[src/rtl/fetch_if.sv]
// fetch_if: request/response channel to instruction memory, decode handoff and redirect inputs.
interface fetch_if;
  logic        imem_req_valid;
  logic        imem_req_ready;
  logic [31:0] imem_req_addr;
  logic        imem_rsp_valid;
  logic [31:0] imem_rsp_data;
  logic        inst_valid;
  logic        inst_ready;
  logic [31:0] inst_data;
  logic [31:0] inst_pc;
  logic [31:0] inst_pc_plus4;
  logic        redirect_valid;
  logic [31:0] redirect_pc;
  modport master (
    output imem_req_valid, imem_req_addr, inst_valid, inst_data, inst_pc, inst_pc_plus4,
    input  imem_req_ready, imem_rsp_valid, imem_rsp_data, inst_ready, redirect_valid, redirect_pc
  );
  modport slave (
    input  imem_req_valid, imem_req_addr, inst_valid, inst_data, inst_pc, inst_pc_plus4,
    output imem_req_ready, imem_rsp_valid, imem_rsp_data, inst_ready, redirect_valid, redirect_pc
  );
endinterface

[src/rtl/fetch_sequencer.sv]
// fetch_sequencer: owns the PC and runs one-outstanding-request instruction fetch into decode.
module fetch_sequencer #(
  parameter logic [31:0] RESET_PC = 32'hBFC00000,
  parameter int          COUNT_W  = 32
) (
  input  logic               clk,
  input  logic               rst,
  fetch_if.master            bus,
  output logic               misalign_err,
  output logic [COUNT_W-1:0] fetch_count
);
  typedef enum logic [1:0] {BOOT, REQ, WAIT, HOLD} state_t;
  state_t state_q, state_d;
  logic [31:0] pc_q, pc_d, data_q, data_d, ipc_q, ipc_d, ipc4_q, ipc4_d, tgt;
  logic [COUNT_W-1:0] cnt_q, cnt_d;
  logic drop_q, drop_d, mis_q, mis_d, redir, rsp, consume, capture;
  always_ff @(posedge clk or posedge rst) begin
    if (rst) begin
      state_q <= BOOT;
      pc_q    <= RESET_PC;
      drop_q  <= 1'b0;
      data_q  <= '0;
      ipc_q   <= '0;
      ipc4_q  <= '0;
      cnt_q   <= '0;
      mis_q   <= 1'b0;
    end else begin
      state_q <= state_d;
      pc_q    <= pc_d;
      drop_q  <= drop_d;
      data_q  <= data_d;
      ipc_q   <= ipc_d;
      ipc4_q  <= ipc4_d;
      cnt_q   <= cnt_d;
      mis_q   <= mis_d;
    end
  end
  always_comb begin
    state_d = state_q;
    unique case (state_q)
      BOOT:    state_d = REQ;
      REQ:     state_d = bus.imem_req_ready ? WAIT : REQ;
      WAIT:    state_d = !bus.imem_rsp_valid ? WAIT : (drop_q || bus.redirect_valid) ? REQ : HOLD;
      HOLD:    state_d = (bus.redirect_valid || bus.inst_ready) ? REQ : HOLD;
      default: state_d = BOOT;
    endcase
  end
  always_comb begin
    redir   = bus.redirect_valid;
    rsp     = bus.imem_rsp_valid && state_q == WAIT;
    tgt     = {bus.redirect_pc[31:2], 2'b00};
    consume = state_q == HOLD && bus.inst_ready && !redir;
    capture = rsp && !drop_q && !redir;
    pc_d    = redir ? tgt : consume ? pc_q + 32'd4 : pc_q;
    // a redirect after the request left must swallow its response
    drop_d  = rsp ? 1'b0 : (redir && ((state_q == REQ && bus.imem_req_ready) || state_q == WAIT)) ? 1'b1 : drop_q;
    data_d  = capture ? bus.imem_rsp_data : data_q;
    ipc_d   = capture ? pc_q : ipc_q;
    ipc4_d  = capture ? pc_q + 32'd4 : ipc4_q;
    cnt_d   = cnt_q + COUNT_W'(consume);
    mis_d   = redir && bus.redirect_pc[1:0] != 2'b00;
  end
  always_comb begin
    bus.imem_req_valid = state_q == REQ;
    bus.imem_req_addr  = pc_q;
    bus.inst_valid     = state_q == HOLD;
    bus.inst_data      = data_q;
    bus.inst_pc        = ipc_q;
    bus.inst_pc_plus4  = ipc4_q;
    misalign_err       = mis_q;
    fetch_count        = cnt_q;
  end
endmodule

[src/flat_wrapper.sv]
// flat-port wrapper written by rule: the top's interface ports become plain ports
module fetch_sequencer_flat 
#(
  parameter logic [31:0] RESET_PC = 32'hBFC00000,
  parameter int          COUNT_W  = 32
)
  (clk, rst, misalign_err, fetch_count, bus_imem_req_valid, bus_imem_req_addr, bus_inst_valid, bus_inst_data, bus_inst_pc, bus_inst_pc_plus4, bus_imem_req_ready, bus_imem_rsp_valid, bus_imem_rsp_data, bus_inst_ready, bus_redirect_valid, bus_redirect_pc);
  fetch_if bus_i ();
  input  logic clk;
  input  logic rst;
  output logic misalign_err;
  output logic [COUNT_W-1:0] fetch_count;
  output wire logic [$bits(bus_i.imem_req_valid)-1:0] bus_imem_req_valid;
  output wire logic [$bits(bus_i.imem_req_addr)-1:0] bus_imem_req_addr;
  output wire logic [$bits(bus_i.inst_valid)-1:0] bus_inst_valid;
  output wire logic [$bits(bus_i.inst_data)-1:0] bus_inst_data;
  output wire logic [$bits(bus_i.inst_pc)-1:0] bus_inst_pc;
  output wire logic [$bits(bus_i.inst_pc_plus4)-1:0] bus_inst_pc_plus4;
  input wire logic [$bits(bus_i.imem_req_ready)-1:0] bus_imem_req_ready;
  input wire logic [$bits(bus_i.imem_rsp_valid)-1:0] bus_imem_rsp_valid;
  input wire logic [$bits(bus_i.imem_rsp_data)-1:0] bus_imem_rsp_data;
  input wire logic [$bits(bus_i.inst_ready)-1:0] bus_inst_ready;
  input wire logic [$bits(bus_i.redirect_valid)-1:0] bus_redirect_valid;
  input wire logic [$bits(bus_i.redirect_pc)-1:0] bus_redirect_pc;
  assign bus_imem_req_valid = bus_i.imem_req_valid;
  assign bus_imem_req_addr = bus_i.imem_req_addr;
  assign bus_inst_valid = bus_i.inst_valid;
  assign bus_inst_data = bus_i.inst_data;
  assign bus_inst_pc = bus_i.inst_pc;
  assign bus_inst_pc_plus4 = bus_i.inst_pc_plus4;
  assign bus_i.imem_req_ready = bus_imem_req_ready;
  assign bus_i.imem_rsp_valid = bus_imem_rsp_valid;
  assign bus_i.imem_rsp_data = bus_imem_rsp_data;
  assign bus_i.inst_ready = bus_inst_ready;
  assign bus_i.redirect_valid = bus_redirect_valid;
  assign bus_i.redirect_pc = bus_redirect_pc;
  fetch_sequencer #(.RESET_PC(RESET_PC), .COUNT_W(COUNT_W)) u_core (.clk(clk), .rst(rst), .bus(bus_i), .misalign_err(misalign_err), .fetch_count(fetch_count));
endmodule
[config.mk]
export PLATFORM = sky130hd
export DESIGN_NAME = fetch_sequencer_flat
export DESIGN_NICKNAME = d
export VERILOG_FILES = /design/src/rtl/fetch_if.sv /design/src/rtl/fetch_sequencer.sv /design/src/flat_wrapper.sv
export SDC_FILE = /design/constraint.sdc
export NUM_CORES = 1
export LEC_CHECK = 0
export CORE_AREA = 10 10 140 142
export DETAILED_ROUTE_END_ITERATION = 8
export DIE_AREA = 0 0 150 152
export GPL_TIMING_DRIVEN = 1
export PLACE_DENSITY = 0.78
export SKIP_LAST_GASP = 1
export SLEW_MARGIN = 20
export SYNTH_ARGS = -nofsm -noshare
export SYNTH_HDL_FRONTEND = slang
export SYNTH_SLANG_ARGS = --single-unit
[constraint.sdc]
create_clock -name clk -period 7.1 [get_ports clk]
set_input_delay 1.42 -clock clk [delete_from_list [all_inputs] [get_ports clk]]
set_output_delay 1.42 -clock clk [all_outputs]
set_load 0.01 [all_outputs]
### After elaboration in Yosys (flattened, before gate mapping)

Index checks and enable logic that the tools add are counted.
W data, S select, Z words.

* register bits: 164
* input port bits: 70
* output and inout port bits: 163
* word-level logic and storage cells: 39

* add/sub/neg operators: 2
* equal/unequal tests: 3
* muxes and demuxes: 9
* reductions and logical operators: 17

Operators by type and width (number)
* $mux W32: 2
* $add A32 B1 Y32: 1
* $add A32 B3 Y32 const B: 1
* $logic_and A1 B1 Y1: 8
* $mux W2: 4
* $pmux W2 S4: 1
* $reduce_bool A2 Y1: 3
* $eq A2 B2 Y1 const B: 2
* $logic_or A1 B1 Y1: 3
* $eq A2 B1 Y1 const B: 1
* $logic_not A1 Y1: 2
* $logic_not A2 Y1: 1
* $mux W1: 2

### Depth between registers and ports, before layout

* depth in word-level cells: 6
* gate-level depth with buffers: 10
* depth with buffers taken out: 8

### Worst setup path after synthesis

OpenSTA, ideal clock, no wires.

* path type: input -> register
* start: input bus_redirect_valid
* end: register u_core.cnt_q[18], in the netlist u_core.fetch_count[18]
* setup time: 0.128 ns
* arrival: 3.248 ns
* data required time: 6.972 ns
* slack: 3.724 ns
* stages on the path: 10
* path buffers: 3
* cells stage by stage: clkbuf_1 clkbuf_1 nor2_1 ha_1 ha_1 and2_1 clkbuf_1 nor3b_1 nand3_1 xnor2_1

* word-level cells in the longest chain between the ends: 3

RTL lines
* start: declaration: RTL line flat_wrapper.sv:23 `input wire logic [$bits(bus_i.redirect_valid)-1:0] bus_redirect_valid;`
* $logic_not A1 Y1: RTL line fetch_sequencer.sv:52 `consume = state_q == HOLD && bus.inst_ready && !redir;`
* $logic_and A1 B1 Y1: RTL line fetch_sequencer.sv:52
* $add A32 B1 Y32: RTL line fetch_sequencer.sv:60 `cnt_d = cnt_q + COUNT_W'(consume);`
* via u_core.cnt_d[18]: RTL line fetch_sequencer.sv:15 `logic [COUNT_W-1:0] cnt_q, cnt_d;`
* end signal: assignment: RTL line fetch_sequencer.sv:34 `cnt_q <= cnt_d;`
* end: declaration: RTL line fetch_sequencer.sv:15

The timed path passes the listed nets, and every way through them passes these cells.
A chain may end at the register's enable or synchronous reset.

### Final worst setup path

* start: input bus_redirect_valid
* end: register u_core.data_q[13], in the netlist u_core.bus.inst_data[13]

* word-level cells in the longest chain between the ends: 2

RTL lines
* $logic_not A1 Y1: RTL line fetch_sequencer.sv:53 `capture = rsp && !drop_q && !redir;`
* $logic_and A1 B1 Y1: RTL line fetch_sequencer.sv:53
* end signal: assignment: RTL line fetch_sequencer.sv:31 `data_q <= data_d;`
* end: declaration: RTL line fetch_sequencer.sv:14 `logic [31:0] pc_q, pc_d, data_q, data_d, ipc_q, ipc_d, ipc4_q, ipc4_d, tgt;`

Every way passes these cells.

==> flow_summary.toml <==
[die]
die_h_um = 152
die_x_um = 150
initial_core_util = 0.4357
placementRows = 48
pin_count = 233
coreArea_mm2 = 0.01694
die-area_mm2 = 0.02280

[logic_synthesis]
synth_largest_area_cell = "dfrtp_1"
async_reset_ff_frac = 1.000
synth_common_cells = "dfrtp_1 (149), nand2_1 (91), xor2_1 (53)"
ys.flop_type = "dfrtp_1"
synth_top_area_frac = 0.5053
synth.most_common_cell = "dfrtp_1"
synth_warnings = 0
avgSynthCellArea_um2 = 11.40
ys_seq_area_frac = 0.5374
syn_inst = 647
yosys_register_bits = 158
netlist_area_mm2 = 0.007378
synth_area_leaders = "dfrtp_1 (51%), mux2_4 (8.1%), xor2_1 (6.3%)"
ys_types = 38
synth_edf_count = 0

[final_layout]
layout-drive-gt1-share = 0.1331
num-nets-final = 925
area_growth_pct = 38.73

[timing]
slew_headroom = 0.3128
tightest_slew_ps = 1031
setup_tns_ps = 0
finalCritPeriodShare = 0.5229
finalClockSkew_ps = 10.83
slew_viol_final = 0
max_freq_ghz = 0.2694
finalSetupViolations = 0
hold_violations = 0
period_needed_ps = 3713
grt_setup_unrepaired = "false"
fin_ws_ps = 3387

[detailed_routing]
drc = 0
wl_per_cell_um = 18.65
drtAntennaViolNets = 0
drtPass1Iterations = 4
routed_wl_um = 20330
drtIter0Drc = 230
num_vias = 5493
vias_per_cell = 5.039

[critical_path]
max_stage_delay_ps = 910
worstSetupPathType = "primary input to flop"
crit_buf_inv = 3
critPathTopFamily = "buffers and inverters"
crit_top_cell = "buf_4"
startpoint_type = "primary input"
end_kind = "flop"
arrival_ps = 4020
crit_slowest_cell = "or4_4"
worstPathCellList = "buf_2, buf_4, or4_4, buf_4, mux2_2"
cp_data_required_time_ps = 7400
crit_fanout = 84

[clock_tree]
cts_sinks = 158
cts-buffers-inserted = 17
path_clk_slew_ps = 70
cts_hold_buf = 0
clk_latency_ps = 420
cts_root_buffer = "clkbuf_16"
cts_resized = 0
cts_buffer_depth = 2
h-tree-depth = 4
cts_tree = "built"
post_cts_buffers = 0

[job]
maxCapViolCount = 0

[global_route]
grt_start_max_net_pins = 102
gr-usage-all-layers = 0.1736
grt_overflow = 0
grt_pass1_wl_um = 31060
grt_pass1_vias = 5567
antenna_found_initial = 2

[min_path]
min_path_type = "flop to flop"

[pwr]
p_leak_uw = 0.004443
power_density_mw_per_mm2 = 324.2
finalPower_uw = 3318
peakVddDrop_mv = 0.1854

[run_status]
status = "finished clean"

[placement]
dp.final_hpwl_um = 14790
io_buffers = 226
gp_congestion = 0.8109
dpl_worst_slack_ps = 2943
==> registers in the layout (all words and copies together) (netlist names) <==
register                  count
u_core.bus.imem_req_addr     30
u_core.bus.inst_data         32
u_core.bus.inst_pc           30
u_core.bus.inst_pc_plus4     30
u_core.drop_q                 1
u_core.fetch_count           32
u_core.misalign_err           1
u_core.state_q                2
==> stage by stage <==
| stage | instances | hold slack [ps] | cell area (um^2) | utilization |
|---|---|---|---|---|
| 6_report | 1090 | 471.4 | 10240 | 0.6044 |
| 5_1_grt | 1089 | 482.6 | 10230 | 0.6042 |
| 4_1_cts | 1089 | 470.4 | 10230 | 0.6042 |
| 3_5_place_dp | 1057 | 461.7 | 9674 | 0.5712 |
| 3_3_place_gp | 1057 | 457.5 | 9674 | 0.5712 |
| 2_1_floorplan | 652 | 503.9 | 7397 | - |
==> path summary, 6_finish.rpt <==
check,startpoint,end,slack (ps),cells after the start
worst max-delay path,bus_redirect_valid,u_core.bus.inst_data[13],3390,5
worst min-delay path,u_core.fetch_count[31],u_core.fetch_count[31],470,1
worst max register to register,u_core.state_q[1],u_core.fetch_count[18],4420,8
worst min register to register,u_core.fetch_count[31],u_core.fetch_count[31],470,1
max in group asynchronous,rst,u_core.bus.inst_pc_plus4[12],4220,3
min in group asynchronous,rst,u_core.bus.inst_data[15],1590,2
==> power by group <==
group | switching [uW] | internal (uW)
Combinational | 426 | 681
Sequential | 195 | 1160
Clock | 399 | 459
Total | 1020 | 2300
==> kinds of logic (layout without fill, tap and decap cells) <==
family	count (synthesis)	count (layout)	share of synthesized area
DFF	158	158	0.5374
and+or+nand+nor	212	212	0.1467
muxes	63	63	0.1163
xor gates and xnor gates	87	87	0.1033
adders and majority gates	4	4	0.006783
AOI/OAI and AO/OA	69	69	0.04782
other	1	7	0.0005082
buffers and inverters	53	265	0.04121
==> cells in the final DEF, fill, tap and decap left out, types with 2 or more instances in the layout <==
cell type | synthesis | layout
conb_1 | 1 | 6
and2_1 | 5 | 5
clkinvlp_4 | 0 | 3
and3_1 | 10 | 10
xor2_1 | 53 | 53
clkbuf_16 | 0 | 17
o21ai_1 | 16 | 16
xnor2_1 | 34 | 34
a21oi_1 | 3 | 3
clkdlybuf4s50_1 | 0 | 225
nor4_2 | 2 | 2
nand2_1 | 91 | 91
dfstp_2 | 9 | 9
o21ai_0 | 47 | 47
nor2_1 | 17 | 17
nand4_1 | 27 | 27
ha_1 | 4 | 4
inv_6 | 0 | 6
mux2_2 | 22 | 22
inv_1 | 4 | 3
mux2_4 | 40 | 40
clkinv_4 | 0 | 4
buf_4 | 9 | 3
and4_1 | 8 | 8
dfrtp_1 | 149 | 149
nand3_1 | 34 | 34
nor3_4 | 2 | 2
nor3_1 | 9 | 9
==> final cells by class <==
| class | count | area (um^2) |
|---|---|---|
| repair buffers | 229 | 2280 |
| flip-flops and latches | 158 | 3965 |
| diodes | 1 | 2.502 |
| fillers | 1412 | 6700 |
| well taps | 225 | 281.5 |
| clock buffers | 17 | 425.4 |
| inverters | 4 | 20.02 |
| multi-input cells | 441 | 3128 |
| clock inverters | 15 | 133.9 |
==> routing by layer <==
metal | GRT usage | up-vias | routed length, um
met4 | 0.04352 | 2 | 188
met2 | 0.2669 | 211 | 9154
met3 | 0.08138 | 19 | 2375
met5 | 0 | - | 17
li1 | - | 2612 | -
met1 | 0.2155 | 2649 | 8592
Power figures use the tool's default switching activity.
